===== config.mk =====
export PLATFORM = sky130hd
export DESIGN_NAME = adc_seq_multich_flat
export DESIGN_NICKNAME = d
export VERILOG_FILES = /design/src/rtl/adc_seq_multich_pkg.sv /design/src/rtl/adc_seq_multich_if.sv /design/src/rtl/adc_seq_multich_sclk_gen.sv /design/src/rtl/adc_seq_multich.sv /design/src/flat_wrapper.sv
export SDC_FILE = /design/constraint.sdc
export NUM_CORES = 1
export LEC_CHECK = 0
export ABC_AREA = 1
export BUFFER_PORTS_ARGS = -buffer_cell sky130_fd_sc_hd__buf_4
export CAP_MARGIN = 10
export CORE_AREA = 2 2 102 104
export DETAILED_ROUTE_END_ITERATION = 8
export DIE_AREA = 0 0 104 106
export SLEW_MARGIN = 5
export SYNTH_ARGS = -nofsm -noshare
export SYNTH_HDL_FRONTEND = slang
export SYNTH_SLANG_ARGS = --single-unit

===== constraint.sdc =====
create_clock -name clk -period 2.7 [get_ports clk]
set_input_delay 0.27 -clock clk [delete_from_list [all_inputs] [get_ports clk]]
set_output_delay 0.27 -clock clk [all_outputs]
set_load 0.02 [all_outputs]

===== src/rtl/adc_seq_multich_pkg.sv =====
// ---------------------------------------------------------------------------
// adc_seq_pkg
// Shared definitions for the multi-channel ADC scan sequencer:
//   - FSM state encodings (fixed-width constants for legacy compatibility)
//   - command-frame layout constant
//   - channel-pick struct and priority functions used to walk the enable mask
// ---------------------------------------------------------------------------
package adc_seq_pkg;

    localparam int MAX_CH   = 16;   // widest mask the pick functions handle
    localparam int MAX_CH_W = 4;

    localparam logic [2:0] ST_IDLE       = 3'd0;
    localparam logic [2:0] ST_SEL_SETUP  = 3'd1;
    localparam logic [2:0] ST_SEL_SHIFT  = 3'd2;
    localparam logic [2:0] ST_SEL_HOLD   = 3'd3;
    localparam logic [2:0] ST_CONV_SHIFT = 3'd4;
    localparam logic [2:0] ST_CONV_DONE  = 3'd5;

    // Command frame: channel index right-justified, zero padded above, MSB first.
    localparam int CMD_CH_LSB = 0;

    typedef struct packed {
        logic                found;
        logic [MAX_CH_W-1:0] idx;
    } ch_pick_t;

    // Lowest set bit of mask at or above index 'from'.
    function automatic ch_pick_t first_channel(input logic [MAX_CH-1:0] mask,
                                               input logic [MAX_CH_W:0]   from);
        ch_pick_t r;
        r = '0;
        // Descending walk so the last hit is the lowest index.
        for (int i = MAX_CH - 1; i >= 0; i--) begin
            if (mask[i] && (i >= int'(from))) begin
                r.found = 1'b1;
                r.idx   = MAX_CH_W'(i);
            end
        end
        return r;
    endfunction

    // Lowest set bit strictly above ch; never wraps back to channel 0.
    function automatic ch_pick_t next_channel(input logic [MAX_CH-1:0]   mask,
                                              input logic [MAX_CH_W-1:0] ch);
        return first_channel(mask, {1'b0, ch} + (MAX_CH_W + 1)'(1));
    endfunction

endpackage


===== src/rtl/adc_seq_multich_if.sv =====
// ---------------------------------------------------------------------------
// adc_seq_multich_if
// Result bus from the scan sequencer to the sample FIFO / readout logic.
//   data_o     DATA_W  conversion result, held until the next valid_o
//   channel_o  CH_W    channel index of data_o
//   valid_o    1       one-clk pulse when data_o/channel_o update
// master: sequencer side, slave: consumer side.
// ---------------------------------------------------------------------------
interface adc_seq_multich_if #(
    parameter int DATA_W = 12,
    parameter int N_CH   = 8,
    parameter int CH_W   = $clog2(N_CH)
) ();
    logic [DATA_W-1:0] data_o;
    logic [CH_W-1:0]   channel_o;
    logic              valid_o;

    modport master (output data_o, output channel_o, output valid_o);
    modport slave  (input  data_o, input  channel_o, input  valid_o);
endinterface


===== src/rtl/adc_seq_multich_sclk_gen.sv =====
// ---------------------------------------------------------------------------
// adc_sclk_gen
// Serial clock generator. Produces SCLK as a plain register (no gated clock).
//   clk, rst_l  system clock, async active-low reset
//   en          divider runs; tick every CLK_DIV clks
//   shift       SCLK may toggle on ticks; when low SCLK is held at 0
//   tick        divider strobe (also used to time 1-tick setup/hold states)
//   rise, fall  strobes coinciding with the clk edge where SCLK goes high/low
//   sclk        serial clock, idle low
// ---------------------------------------------------------------------------
module adc_sclk_gen #(
    parameter int CLK_DIV = 2
) (
    input  logic clk,
    input  logic rst_l,
    input  logic en,
    input  logic shift,
    output logic tick,
    output logic rise,
    output logic fall,
    output logic sclk
);
    localparam int DIV_W = (CLK_DIV > 1) ? $clog2(CLK_DIV) : 1;

    logic [DIV_W-1:0] div_q, div_d;
    logic             sclk_q, sclk_d;

    assign tick = en && (div_q == DIV_W'(CLK_DIV - 1));
    assign rise = tick && shift && !sclk_q;
    assign fall = tick && shift &&  sclk_q;
    assign sclk = sclk_q;

    always_comb begin
        div_d = '0;
        if (en) div_d = tick ? '0 : div_q + DIV_W'(1);
        sclk_d = 1'b0;
        if (shift) sclk_d = tick ? ~sclk_q : sclk_q;
    end

    always_ff @(posedge clk or negedge rst_l) begin
        if (!rst_l) begin
            div_q  <= '0;
            sclk_q <= 1'b0;
        end else begin
            div_q  <= div_d;
            sclk_q <= sclk_d;
        end
    end
endmodule


===== src/rtl/adc_seq_multich.sv =====
// ---------------------------------------------------------------------------
// adc_seq_multich
// Multi-channel ADC scan sequencer. For each enabled channel it sends a mux
// command frame (channel index, MSB first) and then reads one ADC frame.
// Supports a channel-enable mask, continuous scan and a sticky overrun flag.
// Optional build macro ADC_AVG_EN: 2**AVG_LOG2 conversions per channel,
// averaged (truncating) into a single result.
// Ports:
//   clk, rst_l        system clock, async active-low reset
//   sync              start scan (level, sampled in IDLE)
//   ch_mask[N_CH]     channel enables, latched at scan start
//   cont              restart after last channel (sampled at end of scan)
//   DOUT              ADC serial data in (sampled on SCLK rise)
//   SCLK, CS_ADC,
//   CD_MUX, DIN       serial pins; CD_MUX=1 marks a mux command frame
//   busy              not IDLE
//   overrun           sticky: sync seen while busy; cleared on scan start
//   res (master)      data_o / channel_o / valid_o result bus
// ---------------------------------------------------------------------------
module adc_seq_multich
    import adc_seq_pkg::*;
#(
    parameter int N_CH       = 8,
    parameter int CH_W       = $clog2(N_CH),
    parameter int DATA_W     = 12,
    parameter int FRAME_BITS = 16,
    parameter int CMD_BITS   = 8,
    parameter int CLK_DIV    = 2,
    parameter int AVG_LOG2   = 2
) (
    input  logic            clk,
    input  logic            rst_l,
    input  logic            sync,
    input  logic [N_CH-1:0] ch_mask,
    input  logic            cont,
    input  logic            DOUT,
    output logic            SCLK,
    output logic            CS_ADC,
    output logic            CD_MUX,
    output logic            DIN,
    output logic            busy,
    output logic            overrun,
    adc_seq_multich_if.master res
);
    localparam int BITS_MAX = (FRAME_BITS > CMD_BITS) ? FRAME_BITS : CMD_BITS;
    localparam int BC_W     = $clog2(BITS_MAX);

    logic [2:0]          state_q, state_d;
    logic [N_CH-1:0]     mask_q, mask_d;
    logic [CH_W-1:0]     ch_q, ch_d;
    logic [BC_W-1:0]     bit_q, bit_d;
    logic [CMD_BITS-1:0] cmd_q, cmd_d, cmd_new;
    logic [DATA_W-1:0]   shift_q, shift_d;
    logic [DATA_W-1:0]   data_q, data_d;
    logic [CH_W-1:0]     chan_q, chan_d;
    logic                valid_q, valid_d;
    logic                ovr_q, ovr_d;
    logic                din_q, din_d;
    logic                cs_q, cs_d, cd_q, cd_d;
    logic                tick, rise, fall, sclk_en, sclk_shift;
    ch_pick_t            first_pick, next_pick;
    logic                unused_ok;

`ifdef ADC_AVG_EN
    localparam int ACC_W = DATA_W + AVG_LOG2;
    logic [ACC_W-1:0]    acc_q, acc_d, acc_sum;
    logic [AVG_LOG2-1:0] conv_q, conv_d;
    assign acc_sum = acc_q + ACC_W'(shift_q);
`endif

    // Divider keeps running through setup/hold so those states last one tick.
    assign sclk_en    = (state_q == ST_SEL_SETUP) || (state_q == ST_SEL_SHIFT) ||
                        (state_q == ST_SEL_HOLD)  || (state_q == ST_CONV_SHIFT);
    assign sclk_shift = (state_q == ST_SEL_SHIFT) || (state_q == ST_CONV_SHIFT);

    adc_sclk_gen #(.CLK_DIV(CLK_DIV)) u_sclk (
        .clk   (clk),
        .rst_l (rst_l),
        .en    (sclk_en),
        .shift (sclk_shift),
        .tick  (tick),
        .rise  (rise),
        .fall  (fall),
        .sclk  (SCLK)
    );

    assign first_pick = first_channel(MAX_CH'(ch_mask), '0);
    assign next_pick  = next_channel(MAX_CH'(mask_q), MAX_CH_W'(ch_q));
    assign unused_ok  = ^{first_pick.idx, next_pick.idx} ^ (AVG_LOG2 > 0);

    always_comb begin
        state_d = state_q;
        mask_d  = mask_q;
        ch_d    = ch_q;
        bit_d   = bit_q;
        cmd_d   = cmd_q;
        shift_d = shift_q;
        din_d   = din_q;
        data_d  = data_q;
        chan_d  = chan_q;
        valid_d = 1'b0;
        ovr_d   = ovr_q;
`ifdef ADC_AVG_EN
        acc_d   = acc_q;
        conv_d  = conv_q;
`endif
        if (sync && (state_q != ST_IDLE)) ovr_d = 1'b1;

        case (state_q)
            ST_IDLE: begin
                if (sync && first_pick.found) begin
                    mask_d  = ch_mask;
                    ch_d    = first_pick.idx[CH_W-1:0];
                    ovr_d   = 1'b0;
                    state_d = ST_SEL_SETUP;
                end
            end
            ST_SEL_SETUP: if (tick) state_d = ST_SEL_SHIFT;
            ST_SEL_SHIFT: begin
                if (fall) begin
                    if (bit_q == BC_W'(CMD_BITS - 1)) begin
                        bit_d   = '0;
                        state_d = ST_SEL_HOLD;
                    end else begin
                        bit_d = bit_q + BC_W'(1);
                        din_d = cmd_q[CMD_BITS-1];
                        cmd_d = cmd_q << 1;
                    end
                end
            end
            ST_SEL_HOLD: if (tick) state_d = ST_CONV_SHIFT;
            ST_CONV_SHIFT: begin
                // Shift keeps only the last DATA_W samples; leading bits fall off.
                if (rise) shift_d = {shift_q[DATA_W-2:0], DOUT};
                if (fall) begin
                    if (bit_q == BC_W'(FRAME_BITS - 1)) begin
                        bit_d = '0;
`ifdef ADC_AVG_EN
                        if (conv_q != '1) begin
                            // Re-enter via hold so CS_ADC drops between frames.
                            acc_d   = acc_sum;
                            conv_d  = conv_q + AVG_LOG2'(1);
                            state_d = ST_SEL_HOLD;
                        end else begin
                            acc_d   = '0;
                            conv_d  = '0;
                            data_d  = acc_sum[ACC_W-1:AVG_LOG2];
                            chan_d  = ch_q;
                            valid_d = 1'b1;
                            state_d = ST_CONV_DONE;
                        end
`else
                        data_d  = shift_q;
                        chan_d  = ch_q;
                        valid_d = 1'b1;
                        state_d = ST_CONV_DONE;
`endif
                    end else begin
                        bit_d = bit_q + BC_W'(1);
                    end
                end
            end
            ST_CONV_DONE: begin
                if (next_pick.found) begin
                    ch_d    = next_pick.idx[CH_W-1:0];
                    state_d = ST_SEL_SETUP;
                end else if (cont && first_pick.found) begin
                    mask_d  = ch_mask;
                    ch_d    = first_pick.idx[CH_W-1:0];
                    state_d = ST_SEL_SETUP;
                end else begin
                    state_d = ST_IDLE;
                end
            end
            default: state_d = ST_IDLE;
        endcase

        // Preload the command on entry to setup so DIN carries its MSB there.
        cmd_new = CMD_BITS'(ch_d) << CMD_CH_LSB;
        if ((state_d == ST_SEL_SETUP) && (state_q != ST_SEL_SETUP)) begin
            din_d = cmd_new[CMD_BITS-1];
            cmd_d = cmd_new << 1;
        end
        if (state_d == ST_SEL_HOLD) din_d = 1'b0;
    end

    assign cs_d = (state_d == ST_SEL_SETUP) || (state_d == ST_SEL_SHIFT) ||
                  (state_d == ST_CONV_SHIFT);
    assign cd_d = (state_d == ST_SEL_SETUP) || (state_d == ST_SEL_SHIFT);

    always_ff @(posedge clk or negedge rst_l) begin
        if (!rst_l) begin
            state_q <= ST_IDLE;
            mask_q  <= '0;
            ch_q    <= '0;
            bit_q   <= '0;
            cmd_q   <= '0;
            shift_q <= '0;
            data_q  <= '0;
            chan_q  <= '0;
            valid_q <= 1'b0;
            ovr_q   <= 1'b0;
            din_q   <= 1'b0;
            cs_q    <= 1'b0;
            cd_q    <= 1'b0;
`ifdef ADC_AVG_EN
            acc_q   <= '0;
            conv_q  <= '0;
`endif
        end else begin
            state_q <= state_d;
            mask_q  <= mask_d;
            ch_q    <= ch_d;
            bit_q   <= bit_d;
            cmd_q   <= cmd_d;
            shift_q <= shift_d;
            data_q  <= data_d;
            chan_q  <= chan_d;
            valid_q <= valid_d;
            ovr_q   <= ovr_d;
            din_q   <= din_d;
            cs_q    <= cs_d;
            cd_q    <= cd_d;
`ifdef ADC_AVG_EN
            acc_q   <= acc_d;
            conv_q  <= conv_d;
`endif
        end
    end

    assign CS_ADC        = cs_q;
    assign CD_MUX        = cd_q;
    assign DIN           = din_q;
    assign busy          = (state_q != ST_IDLE);
    assign overrun       = ovr_q;
    assign res.data_o    = data_q;
    assign res.channel_o = chan_q;
    assign res.valid_o   = valid_q;
endmodule


===== src/flat_wrapper.sv =====
// flat-port wrapper written by rule: the top's interface ports become plain ports
module adc_seq_multich_flat import adc_seq_pkg::*;
#(
    parameter int N_CH       = 8,
    parameter int CH_W       = $clog2(N_CH),
    parameter int DATA_W     = 12,
    parameter int FRAME_BITS = 16,
    parameter int CMD_BITS   = 8,
    parameter int CLK_DIV    = 2,
    parameter int AVG_LOG2   = 2
)
  (clk, rst_l, sync, ch_mask, cont, DOUT, SCLK, CS_ADC, CD_MUX, DIN, busy, overrun, res_data_o, res_channel_o, res_valid_o);
  adc_seq_multich_if #(.DATA_W(DATA_W), .N_CH(N_CH), .CH_W(CH_W)) res_i ();
  input  logic clk;
  input  logic rst_l;
  input  logic sync;
  input  logic [N_CH-1:0] ch_mask;
  input  logic cont;
  input  logic DOUT;
  output logic SCLK;
  output logic CS_ADC;
  output logic CD_MUX;
  output logic DIN;
  output logic busy;
  output logic overrun;
  output wire logic [$bits(res_i.data_o)-1:0] res_data_o;
  output wire logic [$bits(res_i.channel_o)-1:0] res_channel_o;
  output wire logic [$bits(res_i.valid_o)-1:0] res_valid_o;
  assign res_data_o = res_i.data_o;
  assign res_channel_o = res_i.channel_o;
  assign res_valid_o = res_i.valid_o;
  adc_seq_multich #(.N_CH(N_CH), .CH_W(CH_W), .DATA_W(DATA_W), .FRAME_BITS(FRAME_BITS), .CMD_BITS(CMD_BITS), .CLK_DIV(CLK_DIV), .AVG_LOG2(AVG_LOG2)) u_core (.clk(clk), .rst_l(rst_l), .sync(sync), .ch_mask(ch_mask), .cont(cont), .DOUT(DOUT), .SCLK(SCLK), .CS_ADC(CS_ADC), .CD_MUX(CD_MUX), .DIN(DIN), .busy(busy), .overrun(overrun), .res(res_i));
endmodule

Word-level counts from Yosys, hierarchy flattened:

Cells that the tools add are included.

* register bits after elaboration: 60
* input port bits: 13
* word-level logic and storage cells: 142

* $add $sub $neg: 3
* $lt $le $gt $ge: 8
* equality and inequality tests: 20
* multiplexer cells: 58
* bitwise operators: 1
* reduce and logical (&&, ||, !) cells: 37

Operators with widths (count)
* 5-bit two-way mux: 16
* 8-bit two-way mux: 7
* 3-bit two-way mux: 11
* 3-bit by 5-bit >= comparator with 1-bit output (first input constant): 4
* 3-bit case mux with 6 select lines: 1
* 1-bit logical AND: 16
* 1-bit two-way mux: 16
* 4-bit two-way mux: 4
* 8-bit case mux with 2 select lines: 1
* 3-bit by 2-bit equality test with 1-bit output (second input constant): 4
* 3-bit AND reduction: 4
* 1-bit by 5-bit >= comparator with 1-bit output (first input constant): 2
* 2-bit by 5-bit >= comparator with 1-bit output (first input constant): 2
* 2-bit by 1-bit inequality test with 1-bit output (second input constant): 5
* 3-bit equality test (second input constant): 3
* 3-bit nonzero test: 3
* 4-bit case mux with 2 select lines: 1
* 2-bit nonzero test: 4
* 3-bit by 1-bit equality test with 1-bit output (second input constant): 2
* 1-bit logical OR: 6
* 3-bit case mux with 2 select lines: 1
* 3-bit by 1-bit adder with 4-bit output (second input constant): 1
* 4-bit by 1-bit adder with 4-bit output (second input constant): 1
* 4-bit by 3-bit equality test with 1-bit output (second input constant): 1
* other kinds (10): 11

Logic depth before layout (Yosys ltp):

* depth after elaboration: 17
* gate-level depth with buffers: 19
* gate-level depth less buffers: 19

Modules after synthesis:

A second synthesis with hierarchy kept.

* cells, all modules: 355
* area total of the unflattened synthesis: 2960.3 um^2

Modules (own cells, without submodules)
* adc_seq_multich: instances 1, cells each 341, area each 2856.5 um^2
* adc_sclk_gen: instances 1, cells each 14, area each 103.8 um^2

Least setup slack after synthesis:

Ideal clock, no wire load.

* path kind: register to register
* start: register u_core.ch_q[0]
* end: register u_core.mask_q[5]
* setup time: 76 ps
* data arrival time: 2048 ps
* required time: 2624 ps
* setup slack: 576 ps
* stages on the path, launching flop included: 17
* path buffers: 1
* path through: dfrtp_1 > inv_1 > ha_1 > inv_1 > nand2_1 > nand2_1 > nand2_1 > nor2_1 > inv_1 > nand2_2 > nor2_4 > nand2_4 > nor2_2 > o31ai_4 > buf_6 > nand2_1 > o21ai_1

* cells in the longest elaborated chain, start to end: 13
* elaborated cells between the ends (all ways): 27
* classes of those cells: add/sub: 1; order compare: 8; eq/ne: 1; mux: 8; reduce/logical: 9

RTL lines
* from (decl): line adc_seq_multich.sv:50 `logic [CH_W-1:0] ch_q, ch_d;`
* from (signal assigned): line adc_seq_multich.sv:213 `ch_q <= ch_d;`
* 3-bit by 1-bit adder with 4-bit output (*): line adc_seq_multich_pkg.sv:46 `return first_channel(mask, {1'b0, ch} + (MAX_CH_W + 1)'(1));`
* 3-bit by 5-bit >= comparator with 1-bit output: line adc_seq_multich_pkg.sv:35 `if (mask[i] && (i >= int'(from))) begin`
* 1-bit logical AND: line adc_seq_multich_pkg.sv:35
* 5-bit two-way mux (7 in series): line adc_seq_multich_pkg.sv:35
* 5-bit two-way mux (*): line adc_seq_multich_pkg.sv:35
* 2-bit inequality test (no line) (*)
* 4-bit AND reduction (no line) (*)
* to (signal assigned): line adc_seq_multich.sv:212 `mask_q <= mask_d;`
* to (decl): line adc_seq_multich.sv:49 `logic [N_CH-1:0] mask_q, mask_d;`

Every way passes the cells marked *; elsewhere a longest branch is shown, timed or not.
A chain may end at the register's enable or synchronous reset.

Worst setup path after layout:

* start: register u_core.ch_q[0]
* end: register u_core.cs_q, in the netlist u_core.CS_ADC

* cells in the longest elaborated chain, start to end: 16
* elaborated cells between the ends (all ways): 32
* classes of those cells: add/sub: 1; order compare: 8; eq/ne: 3; mux: 10; reduce/logical: 10

RTL lines
* 3-bit by 1-bit adder with 4-bit output (*): line adc_seq_multich_pkg.sv:46
* 3-bit by 5-bit >= comparator with 1-bit output: line adc_seq_multich_pkg.sv:35
* 1-bit logical AND: line adc_seq_multich_pkg.sv:35
* 5-bit two-way mux (7 in series): line adc_seq_multich_pkg.sv:35
* 5-bit two-way mux (*): line adc_seq_multich_pkg.sv:35
* 3-bit two-way mux (*): line adc_seq_multich.sv:164 `if (next_pick.found) begin`
* 3-bit case mux with 6 select lines (*): line adc_seq_multich.sv:109 `case (state_q)`
* net u_core.state_d[0]: line adc_seq_multich.sv:48 `logic [2:0] state_q, state_d;`
* 3-bit by 1-bit equality test with 1-bit output / 3-bit by 2-bit equality test with 1-bit output (equally long branches): line adc_seq_multich.sv:187 `assign cs_d = (state_d == ST_SEL_SETUP) || (state_d == ST_SEL_SHIFT) ||`
* 1-bit logical OR: line adc_seq_multich.sv:187
* 1-bit logical OR (*): line adc_seq_multich.sv:187
* net u_core.cs_d: line adc_seq_multich.sv:59 `logic cs_q, cs_d, cd_q, cd_d;`
* to (signal assigned): line adc_seq_multich.sv:222 `cs_q <= cs_d;`
* to (decl): line adc_seq_multich.sv:59

The timed path passes the listed nets; every way through them passes the cells marked *.

==> impl_metrics.csv <==
group,metric,value,unit
setup_path,worst_r2r_endpoint,"u_core.CS_ADC",
synthesis,synth.yosys.seq_area_share,50.45,%
routing,sum_of_routed_wire_length_over_all_layers,5905,um
placed_design,placement.io_buffers,34,
setup_path,worst_r2r_path_depth,14,
power,power_per_cell_area,552.6,nW/um2
global_route,grtUsageTotal,11.59,%
timing,slew_headroom,45.57,%
floorplan,ports,35,
clock_network,post_cts_hold_buffer_count,0,
global_route,number_of_antenna_violations_at_the_first_check_in_global_routing,0,
timing,finalSetupViolCount,0,
power,power.share.combinational,4.2,%
run,drv_cap,0,
final_layout,fillerInstances,1071,
setup_path,crit_path_start_kind,"flop",
synthesis,number_of_synthesized_flops_with_an_enable_pin,0,
synthesis,post_synth_inst_count,354,
timing,final_count_of_hold_timing_violations,20,
clock_network,number_of_buffers_created_by_cts,9,
synthesis,avgSynthCellArea,8.267,um2
power,internal_power,0.001541,W
timing,worst_hold_slack,-0.01996,ns
hold_path,timing.hold.worst.class,"input pin to async pin",
final_layout,drive_above_1_share,20.05,%
timing,achievable_frequency,0.4122,GHz
global_route,wire_length_of_the_first_global_routing_pass,10260,um
synthesis,netlist_top_cells_area,"dfrtp_1, nand2_1, inv_1, o21ai_0, o21ai_1",
routing,drtIter0Drc,113,
clock_network,clock_sinks,59,
timing,worstMarginPinSlew,0.8155,ns
timing,slew_violations,0,
global_route,grt_start_max_net_pins,60,
synthesis,yosysWarnings,0,
clock_network,cts_tree,"yes",
routing,final_antenna_net_count,0,
floorplan,die-area,11020,um2
synthesis,asyncSetResetFlopFracSynth,100.0,%
final_layout,utilization,35.82,%
synthesis,yosysTopAreaCell,"dfrtp_1",
power,power_frac_clock,50.4,%
outcome,violated_checks,"hold timing",
floorplan,initial_utilization,29.27,%
clock_network,cts_root_buffer,"clkbuf_8",
clock_network,clkTransAtPathRegs,0.07,ns
global_route,first_global_vias,2261,
setup_path,worst_path_required_time,2.92,ns
synthesis,ys_ff_latch,59,
power,p_switching,0.0004379,W
synthesis,synthTopCellsByCount,"nand2_1, dfrtp_1, inv_1",
setup_path,rrSetupSlack,0.27,ns
power,post-layout-total-power,0.001979,W
final_layout,area_delta_synth_final,22.40,%
outcome,result_of_the_run,"finished, violations left",
final_layout,antennaDiodeCount,0,
setup_path,worst_setup_path_end_kind,"flop",
power,static-leakage-power,1.781,nW
timing,min_period_over_period,89.86,%
floorplan,core,10000,um2
routing,vias_per_cell,4.409,
routing,post-route-drc-count,0,
timing,rsz0062_at_grt,"false",
synthesis,synth.most_common_cell,"nand2_1",
timing,timing.clock.skew,0.01111,ns
clock_network,worstSkewPairLatency,0.34,ns
power,switching_share,22.12,%
clock_network,h-tree-depth,3,
synthesis,area_share_of_the_largest_cell_type_after_synthesis,50.45,%
timing,post-route-min-period,2.426,ns
power,vdd.ir_drop.worst,0.2026,mV
global_route,grt-ovfl-total,0,
synthesis,synth.lib_cells_used.distinct,37,
floorplan,fp.dieW,104,um
routing,dr_vias,2359,
routing,drt_pass1_iterations,4,
placed_design,gp_congestion,0.8645,
setup_path,critical_path_arrival,2.64,ns
setup_path,timing.rr.start,"u_core.ch_q[0]",
power,share_of_total_power_in_sequential_cells,45.4,%
timing,tns,0,ns
synthesis,synth_fp_nets,372,
floorplan,placement_rows,37,
setup_path,crit_path_max_fanout,9,
setup_path,crit_type,"flop to flop",
floorplan,dieHeight,106,um
routing,routedWlPerCell,11.04,um
placed_design,post-dp-hpwl,4300,um
final_layout,finish.net_count,412,
synthesis,synth_area,2927,um2
clock_network,cts_buffer_depth,2,
clock_network,cts.repair.resized,0,
synthesis,dominantRegCellSynth,"dfrtp_1",
==> power groups by stage <==
stage                     clock, W  sequential (W)  combinational (W)
after CTS                  0.00102        0.000898          0.0000859
final                     0.000998        0.000898          0.0000837
after global routing       0.00107        0.000899          0.0000981
after floorplan                  0        0.000913          0.0000443
after detailed placement         0        0.000915          0.0000855
after global placement           0        0.000915          0.0000845
==> stage by stage <==
step	setup WS [ns]	area (um2)	std cells
final	0.2738	3582	535
after floorplan	0.5760	2927	354
after global routing	0.01941	3582	535
after global placement	0.3342	3313	518
after CTS	0.1871	3562	534
after detailed placement	0.2201	3313	518
==> final cells by class <==
type	instances	area, um2	share of cell area [%]
Clock inverter	7	125.1	3.493
Inverter	59	221.5	6.182
Multi-Input combinational cell	230	1190	33.22
Sequential cell	59	1476	41.22
Clock buffer	9	123.9	3.458
Timing Repair Buffer	35	275.3	7.684
Tap cell	136	170.2	4.750
==> layer usage <==
metal  vias to the layer above  track usage, %  share of wire (%)
li1                       1212               -                  -
met1                      1079           14.92                 49
met2                        60           18.28                 45
met3                         8           3.556                5.3
met4                         0           4.537                1.2
met5                         -               0                  0
==> worst max-delay path by stage <==
stage | slack, ns | from | end
6_report | 0.27 | u_core.ch_q[0] | u_core.CS_ADC
2_1_floorplan | 0.58 | u_core.ch_q[0] | u_core.mask_q[5]
4_1_cts | 0.19 | u_core.ch_q[0] | u_core.mask_q[1]
3_5_place_dp | 0.22 | u_core.ch_q[0] | u_core.mask_q[1]
3_3_place_gp | 0.33 | u_core.ch_q[0] | u_core.mask_q[3]
5_1_grt | 0.02 | u_core.ch_q[0] | u_core.cmd_q[1]
==> kinds of logic after synthesis <==
logic type      synth area share (%)
compound gates                 13.72
xor+xnor                      0.5987
fa+ha+maj                      2.138
buf+inv                        8.893
flops                          50.45
simple gates                   24.20
==> placed cells by master, fill, tap and decap left out, drive strengths merged, types with 2 or more instances in the layout <==
master	n
o31ai	2
clkinv	3
dfrtp	59
ha	5
buf	35
bufinv	3
nand3	18
nand2	107
inv	60
a21oi	6
nor3	6
clkbuf	9
o211ai	4
a211oi	2
o21ai	45
nor2	22
nand4	2
o22ai	3
==> state kept, by name, indices dropped and copies added, names as in the netlist <==
name,cells
u_core.u_sclk.div_q,1
u_core.res.channel_o,3
u_core.ch_q,3
u_core.mask_q,8
u_core.cmd_q,7
u_core.res.valid_o,1
u_core.res.data_o,12
u_core.DIN,1
u_core.shift_q,12
u_core.u_sclk.sclk,1
u_core.CS_ADC,1
u_core.state_q,3
u_core.overrun,1
u_core.bit_q,4
u_core.CD_MUX,1
==> timing repair <==
action | 4_1_cts | 5_1_grt
endpoints found under the setup margin | 0 | 8
endpoints found under the hold margin | 0 | 0
setup buffers | 0 | 1
==> worst max-delay path, stage by stage (launching register included) <==
cell,delay (ns)
dfrtp_1,0.53
inv_1,0.15
ha_1,0.35
inv_1,0.06
nand2_1,0.07
nand3_1,0.09
nand3_1,0.09
nand2_1,0.12
nor2_4,0.16
nand2_4,0.08
o21ai_2,0.14
nand2_2,0.08
or2_1,0.23
nand3_1,0.09
o21ai_1,0.07
No activity file was read; power rests on OpenSTA's default activity.
